$ cat src/rtl/ifetch_pkg.sv
// Shared defaults and FSM encoding for the instruction fetch stage.
package ifetch_pkg;

  localparam int              DEF_ADDR_W   = 8;
  localparam int              DEF_INSTR_W  = 16;
  localparam logic [7:0]      DEF_RESET_PC = 8'h00;

  typedef enum logic {
    S_RUN  = 1'b0,
    S_HALT = 1'b1
  } state_t;

endpackage

$ cat src/rtl/fetch_fifo.sv
// Small FIFO of fetched {pc, instr} pairs; head is read straight from the
// registered storage and forced to zero while empty.
module fetch_fifo #(
  parameter int WIDTH = 24,
  parameter int DEPTH = 2,
  localparam int PTR_W = $clog2(DEPTH),
  localparam int CNT_W = PTR_W + 1
) (
  input  logic             clk,
  input  logic             rst_n,
  input  logic             push,
  input  logic             pop,
  input  logic             flush,
  input  logic [WIDTH-1:0] wdata,
  output logic [WIDTH-1:0] head,
  output logic [CNT_W-1:0] count,
  output logic             full,
  output logic             empty
);

  logic [WIDTH-1:0] mem_reg [DEPTH];
  logic [PTR_W-1:0] wr_ptr_reg;
  logic [PTR_W-1:0] rd_ptr_reg;
  logic [CNT_W-1:0] count_reg;
  logic [CNT_W-1:0] count_next;
  logic             do_push;
  logic             do_pop;

  assign empty   = (count_reg == '0);
  assign full    = (count_reg == CNT_W'(DEPTH));
  assign do_pop  = pop && !empty;
  // A push into a full FIFO is legal only when the head leaves in the same cycle.
  assign do_push = push && (!full || do_pop);

  always_comb begin
    count_next = count_reg;
    case ({do_push, do_pop})
      2'b10:   count_next = count_reg + CNT_W'(1);
      2'b01:   count_next = count_reg - CNT_W'(1);
      default: count_next = count_reg;
    endcase
  end

  always_ff @(posedge clk) begin
    if (!rst_n || flush) begin
      wr_ptr_reg <= '0;
      rd_ptr_reg <= '0;
      count_reg  <= '0;
    end else begin
      if (do_push) wr_ptr_reg <= wr_ptr_reg + PTR_W'(1);
      if (do_pop)  rd_ptr_reg <= rd_ptr_reg + PTR_W'(1);
      count_reg <= count_next;
    end
  end

  always_ff @(posedge clk) begin
    if (do_push && !flush) mem_reg[wr_ptr_reg] <= wdata;
  end

  assign head  = empty ? '0 : mem_reg[rd_ptr_reg];
  assign count = count_reg;

endmodule

$ cat src/rtl/ifetch_stage.sv
// Instruction fetch stage: PC register, RUN/HALT control and redirect handling
// in front of a small fetch FIFO feeding decode.
module ifetch_stage
  import ifetch_pkg::*;
#(
  parameter int                ADDR_W   = DEF_ADDR_W,
  parameter int                INSTR_W  = DEF_INSTR_W,
  parameter int                DEPTH    = 2,
  parameter logic [ADDR_W-1:0] RESET_PC = ADDR_W'(DEF_RESET_PC)
) (
  input  logic               clk,
  input  logic               rst_n,
  output logic [ADDR_W-1:0]  rom_addr,
  input  logic [INSTR_W-1:0] rom_data,
  output logic               if_valid,
  output logic [INSTR_W-1:0] if_instr,
  output logic [ADDR_W-1:0]  if_pc,
  input  logic               id_ready,
  input  logic               redirect_valid,
  input  logic [ADDR_W-1:0]  redirect_pc,
  input  logic               halt_req,
  output logic               halted
);

  localparam int CNT_W = $clog2(DEPTH) + 1;
  localparam int ENT_W = ADDR_W + INSTR_W;

  state_t              state_reg;
  state_t              state_next;
  logic [ADDR_W-1:0]   pc_reg;
  logic [ADDR_W-1:0]   pc_next;
  logic                pop;
  logic                push;
  logic [ENT_W-1:0]    fifo_head;
  logic [CNT_W-1:0]    fifo_count;
  logic                fifo_full;
  logic                fifo_empty;

  assign pop  = if_valid && id_ready;
  // Redirect wins: nothing fetched from the stale path is kept.
  assign push = (state_reg == S_RUN) && !redirect_valid && (!fifo_full || pop);

  always_comb begin
    pc_next = pc_reg;
    if (redirect_valid)
      pc_next = redirect_pc;
    else if (push)
      pc_next = pc_reg + ADDR_W'(1);
  end

  always_comb begin
    state_next = state_reg;
    case (state_reg)
      S_RUN:   if (halt_req) state_next = S_HALT;
      S_HALT:  if (redirect_valid && !halt_req) state_next = S_RUN;
      default: state_next = S_RUN;
    endcase
  end

  always_ff @(posedge clk) begin
    if (!rst_n) begin
      state_reg <= S_RUN;
      pc_reg    <= RESET_PC;
    end else begin
      state_reg <= state_next;
      pc_reg    <= pc_next;
    end
  end

  fetch_fifo #(
    .WIDTH (ENT_W),
    .DEPTH (DEPTH)
  ) u_fifo (
    .clk   (clk),
    .rst_n (rst_n),
    .push  (push),
    .pop   (pop),
    .flush (redirect_valid),
    .wdata ({pc_reg, rom_data}),
    .head  (fifo_head),
    .count (fifo_count),
    .full  (fifo_full),
    .empty (fifo_empty)
  );

  assign rom_addr = pc_reg;
  assign if_valid = (fifo_count != '0);
  assign if_pc    = fifo_head[INSTR_W +: ADDR_W];
  assign if_instr = fifo_head[INSTR_W-1:0];
  assign halted   = (state_reg == S_HALT) && fifo_empty;

endmodule

$ cat config.mk
export PLATFORM = sky130hd
export DESIGN_NAME = ifetch_stage
export DESIGN_NICKNAME = d
export VERILOG_FILES = /design/src/rtl/ifetch_pkg.sv /design/src/rtl/fetch_fifo.sv /design/src/rtl/ifetch_stage.sv
export SDC_FILE = /design/constraint.sdc
export NUM_CORES = 1
export LEC_CHECK = 0
export BUFFER_PORTS_ARGS = -buffer_cell sky130_fd_sc_hd__clkbuf_2
export CORE_UTILIZATION = 47
export DETAILED_ROUTE_END_ITERATION = 6
export PLACE_DENSITY = 0.86
export SLEW_MARGIN = 10
export SYNTH_ARGS = -nofsm -noshare
export SYNTH_HDL_FRONTEND = slang
export SYNTH_SLANG_ARGS = --single-unit
$ cat constraint.sdc
create_clock -name clk -period 2.05 [get_ports clk]
set_input_delay 0.1025 -clock clk [delete_from_list [all_inputs] [get_ports clk]]
set_output_delay 0.1025 -clock clk [all_outputs]
set_load 0.01 [all_outputs]
==> results.md, run 1 <==
- Nature of the critical path startpoint: register
- Max-slew violation count: 0
- CP Capture Type: register
- Final setup violation count: 0
- Top-Level Pins: 63
- Synthesized area per cell: 13.9 um^2
- Fill cell total of the finished layout: 422
- CTS max path bufs: 2
- Pin count of the biggest net entering global routing: 27
- Synth cell types: 30
- Synthesized instance count: 181
- Vias/cell: just under 5
- FF+latch area: 0.00172 mm^2
- Status: finished, final reports clean
- First-pass GRT wire length: between 7000 and 8000 um
- Tot Pwr: ~2.9 mW
- Die area: 0.00565 mm^2
- Yosys reg bits: 62
- Root Driver: clkbuf_8
- Core Rows: 26
- Met3 WL: ~200 um
- Global Route Usage Sum: around 18%
- Achievable frequency: approximately 530 MHz
- DIE WIDTH: 75.2 um
- Core Region: between 0.005 and 0.006 mm^2
- Crit Path Max Fanout: 7
- Highest Signal Layer: met4
- CTS clock-pin slew for the worst setup and hold paths: approximately 0.070 ns
- Clk_skew: 0.00650 ns
- Pwr dens: 860 mW/mm^2
- Type of the worst setup path: register to register
- Grt total ovfl: 0
- Mapped cell area: roughly 0.0025 mm^2
- 1st-iter DRT viols: 83
- Initial core utilization: 49.0%
- H-tree depth: 3
- HPWL Detailed: 2970 um
- Slew headroom: 71.6%
- CTS tree: built
- Inserted Diodes: 0
- Setup TNS: 0 ns
- Max FFs per register: 48
- Max-Cap Viols: 0
- Most frequent cells in the layout: clkbuf_2, edfxtp_1, nor2_1
- Ys flop type: edfxtp_1
- Share of cells above drive strength 1: 31.1%
- Die height: 75.2 um
- Peak VDD IR: 0.534 mV
- Worst-Margin Slew: 0.426 ns
- Hold WS: 0.0633 ns
- Clk Latency, worst-skew pair: 0.33 ns
- Crit path time final: 1.89 ns
- P&R area growth vs syn: 31.9%
- Antenna violations before repair: 0
- First-pass DRT Iterations: 4
- Count of final hold-check violations: 0
- Synth Warn #: 0
- Worst hold path class: input port to register
- Tcrit/Tclk final: 92.1%
- Lkg Pwr: approximately 1.3 nW
- Routed Wire Length: 4590 um
- Critical Path AT: 2.15 ns
- Met2 wire length: 2360 um
- RSZ-0062 raised after global routing: no
- Residual DRC count: 0
- CP Data Required Time: about 2.3 ns
- Async S/R FF share, synth: 0%
- Post-route ant nets: 0
- Num CTS Buffers: 9
- Clock sink count: 62
- Area of the multi-input gates: 758 um^2
- Placer Congestion: about 0.86
- Most common cell after layout, fill and taps aside: clkbuf_2
- Seq/Total Area, Yosys: 68.4%
- Nets: 299
- Buffers on Ports: 62
- Util after Layout: about 65%
- M1 WL: 1940 um
- Routed vias: 1,684
- Mapped Nets: 212
- WL/cell: 13.4 um
- Number of global-route vias before repair: between 1,500 and 2,000
- EDFF count, synth: between 40 and 50
[routing by layer]
layer	track usage [%]	vias up
li1	-	834
met1	19.8	790
met2	31.6	52
met3	3.75	8
met4	9.88	0
met5	0	-
[worst max-delay path, stage by stage, from the launching register on]
cell and delay (ns):
dfxtp_1 0.38, nor3b_4 0.41, nor2_2 0.14, nand2_1 0.13, ha_1 0.27, or3_1 0.35
a21oi_1 0.15
[cell families after synthesis]
family	Yosys count	share of synthesized area, %
muxes	25	9.94
buffers and inverters	10	1.69
adders and majority gates	2	0.994
DFF	62	68.4
AOI/OAI and AO/OA	17	4.27
xor gates and xnor gates	10	3.48
and+or+nand+nor	55	11.2
[area by class of cell]
| class | count | share of cell area [%] |
|---|---|---|
| Timing Repair Buffer | 83 | 16.1 |
| Multi-Input combinational cell | 109 | 22.8 |
| Tap cell | 70 | 2.64 |
| Clock inverter | 5 | 2.22 |
| Sequential cell | 62 | 51.9 |
| Clock buffer | 11 | 3.96 |
| Inverter | 3 | 0.339 |
[metrics by stage]
step	setup slack, ns	area, um^2	cells
4_1_cts	0.183	3320	343
6_report	0.163	3320	343
5_1_grt	0.0959	3320	343
2_1_floorplan	0.180	2520	181
3_5_place_dp	0.204	2940	310
3_3_place_gp	0.247	2940	310
[synth_stat cells, types with 2 or more instances]
cell	n	area share [%]
nor3_1	2	0.40
mux2i_1	25	9.9
nor3b_1	2	0.60
nand2_1	5	0.75
o21ai_0	6	1.2
nor2b_1	2	0.50
clkbuf_1	3	0.45
xor2_1	4	1.4
nand2b_1	3	0.75
a21oi_1	6	1.2
nor2_1	31	4.6
ha_1	2	0.99
o211a_1	3	1.2
buf_2	4	0.80
edfxtp_1	48	57
xnor2_1	6	2.1
dfxtp_1	14	11
inv_1	3	0.45
[power by group]
| part | switching (mW) | leakage (nW) | internal (mW) |
|---|---|---|---|
| clock | 0.435 | 0.105 | 0.677 |
| sequential | 0.0443 | 0.563 | 1.43 |
| combinational | 0.141 | 0.633 | 0.131 |
[path summary, 6_finish.rpt]
check               startpoint  slack, ns              end  cells after the start
max            u_fifo.count[0]       0.16  u_fifo.count[1]                      6
max reg2reg    u_fifo.count[0]       0.16  u_fifo.count[1]                      6
min reg2reg  u_fifo.rd_ptr_reg       0.53         register                      2
min             redirect_pc[2]       0.06      rom_addr[2]                      3
[what timing repair did]
action | in CTS | in global routing
gates resized for setup | 0 | 0
hold endpoints to repair | 33 | 0
hold buffers | 17 | 0
buffers inserted | 0 | 0
No activity file was read; power rests on OpenSTA's default activity.
==> run 2, diff against run 1 <==
Settings changed: PLACE_DENSITY 0.86 to 0.73.
==> results.md, run 2 (synthesized netlist as in run 1, its figures left out) <==
- Grt total ovfl: 0 (unchanged)
- Tcrit/Tclk final: 91.2% (was 92.1%)
- First-pass GRT wire length: 7240 um (was 7010 um)
- Number of global-route vias before repair: 1,607 (was 1,576)
- PostCTS Resize Cnt: 0 (unchanged)
- Num CTS Buffers: 9 (unchanged)
- Lkg Pwr: 1.30 nW (about the same)
- Post CTS Setup Buffer Count: 0 (unchanged)
- Inserted Diodes: 0 (unchanged)
- CTS max path bufs: 2 (unchanged)
- Residual DRC count: 0 (unchanged)
- Die area: 0.00565 mm^2 (unchanged)
- Initial core utilization: 49.0% (unchanged)
- Placed Area: 0.00293 mm^2 (was 0.00294 mm^2)
- Antenna violations before repair: 0 (unchanged)
- Worst hold path class: input port to register (unchanged)
- Pin count of the biggest net entering global routing: 27 (unchanged)
- Clock sink count: 62 (unchanged)
- HPWL Detailed: 2950 um (was 2970 um)
- Placer Congestion: 0.841 (was 0.861)
- Status: finished, final reports clean (unchanged)
- WL/cell: 13.5 um (was 13.4 um)
- Crit path time final: 1.87 ns (was 1.89 ns)
- Fill cell total of the finished layout: 380 (was 422)
- Most frequent cells in the layout: clkbuf_2, edfxtp_1, nor2_1 (unchanged)
- Slew headroom: 72.2% (was 71.6%)
- First-pass DRT Iterations: 4 (unchanged)
- Share of cells above drive strength 1: 31.9% (was 31.1%)
- Max-slew violation count: 0 (unchanged)
- CTS clock-pin slew for the worst setup and hold paths: 0.07 ns (about the same)
- Die height: 75.2 um (unchanged)
- Vias/cell: 4.84 (was 4.91)
- Most common cell after layout, fill and taps aside: clkbuf_2 (unchanged)
- Max FFs per register: 48 (unchanged)
- CP Data Required Time: 2.32 ns (was 2.31 ns)
- Buffers on Ports: 62 (unchanged)
- Nature of the critical path startpoint: register (unchanged)
- Max-Cap Viols: 0 (unchanged)
- Top-Level Pins: 63 (unchanged)
- Routed vias: 1,659 (was 1,684)
- P&R area growth vs syn: 32.3% (was 31.9%)
- Worst-Margin Slew: 0.416 ns (was 0.426 ns)
- RSZ-0062 raised after global routing: no (unchanged)
- Met2 wire length: 2310 um (was 2360 um)
- Count of final hold-check violations: 0 (unchanged)
- Type of the worst setup path: register to register (unchanged)
- Met3 WL: 234 um (was 200 um)
- Setup TNS: 0 ns (unchanged)
- Post-route cell area: 0.00333 mm^2 (was 0.00332 mm^2)
- Global Route Usage Sum: 18.4% (was 17.8%)
- M1 WL: 2020 um (was 1940 um)
- Final setup violation count: 0 (unchanged)
- Post-route ant nets: 0 (unchanged)
- Crit Path Max Fanout: 7 (unchanged)
- Pwr dens: 871 mW/mm^2 (was 860 mW/mm^2)
- Peak VDD IR: 0.563 mV (was 0.534 mV)
- 1st-iter DRT viols: 50 (was 83)
- Clk_skew: 0.00654 ns (was 0.00650 ns)
- Core Region: 0.00514 mm^2 (unchanged)
- H-tree depth: 3 (unchanged)
- CP Capture Type: register (unchanged)
- Routed Wire Length: 4640 um (was 4590 um)
- Nets: 299 (unchanged)
- Core Rows: 26 (unchanged)
- Highest Signal Layer: met4 (unchanged)
- CTS tree: built (unchanged)
- Root Driver: clkbuf_8 (unchanged)
- Critical Path AT: 2.13 ns (was 2.15 ns)
- Clk Latency, worst-skew pair: 0.33 ns (about the same)
- Tot Pwr: 2.90 mW (was 2.85 mW)
- Achievable frequency: 535 MHz (was 530 MHz)
- DIE WIDTH: 75.2 um (unchanged)
[run 2: repair_timing]
action,in CTS,in global routing
setup endpoints to repair,0,0
endpoints found under the hold margin,33,0
hold buffers,17,0
[run 2: worst paths after layout]
| check | from | to | slack, ns | depth (start not counted) |
|---|---|---|---|---|
| hold reg to reg | u_fifo.count[1] | u_fifo.count[1] | 0.53 | 2 |
| setup / recovery | u_fifo.count[1] | u_fifo.count[1] | 0.18 | 6 |
| setup reg to reg | u_fifo.count[1] | u_fifo.count[1] | 0.18 | 6 |
| hold / removal | redirect_pc[2] | rom_addr[2] | 0.04 | 3 |
[run 2: cell type report]
class	count	area [um^2]	area share (%)
Clock inverter	4	50.0	1.50
Timing Repair Buffer	83	523	15.7
Inverter	3	11.3	0.338
Tap cell	70	87.6	2.63
Sequential cell	62	1720	51.7
Clock buffer	12	178	5.34
Multi-Input combinational cell	109	758	22.8
[run 2: worst max-delay path, stage by stage (launching register included)]
cell	delay, ns
dfxtp_1	0.39
nor3b_4	0.38
nor2_2	0.14
nand2_1	0.13
ha_1	0.27
or3_1	0.36
a21oi_1	0.14
[run 2: report_power, final]
part           internal [mW]  switching, mW  total [mW]
Combinational          0.129          0.142       0.272
Clock                  0.707          0.451        1.16
Sequential              1.43         0.0445        1.47
[run 2: stage by stage]
step                      hold slack, ns  setup WS (ns)  std cells  utilization (%)
after CTS                         0.0195          0.157        343             64.8
after global routing              0.0423         0.0550        343             64.8
after floorplan                    0.201          0.180        181                -
final                             0.0446          0.180        343             64.8
after detailed placement           0.300          0.178        310             57.0
after global placement             0.300          0.244        310             57.0
[run 2: per-layer routing]
layer / GRT usage, % / up-vias
li1: - / 830
met1: 21.5 / 769
met2: 30.1 / 49
met3: 4.82 / 11
met4: 11.9 / 0
met5: 0 / -
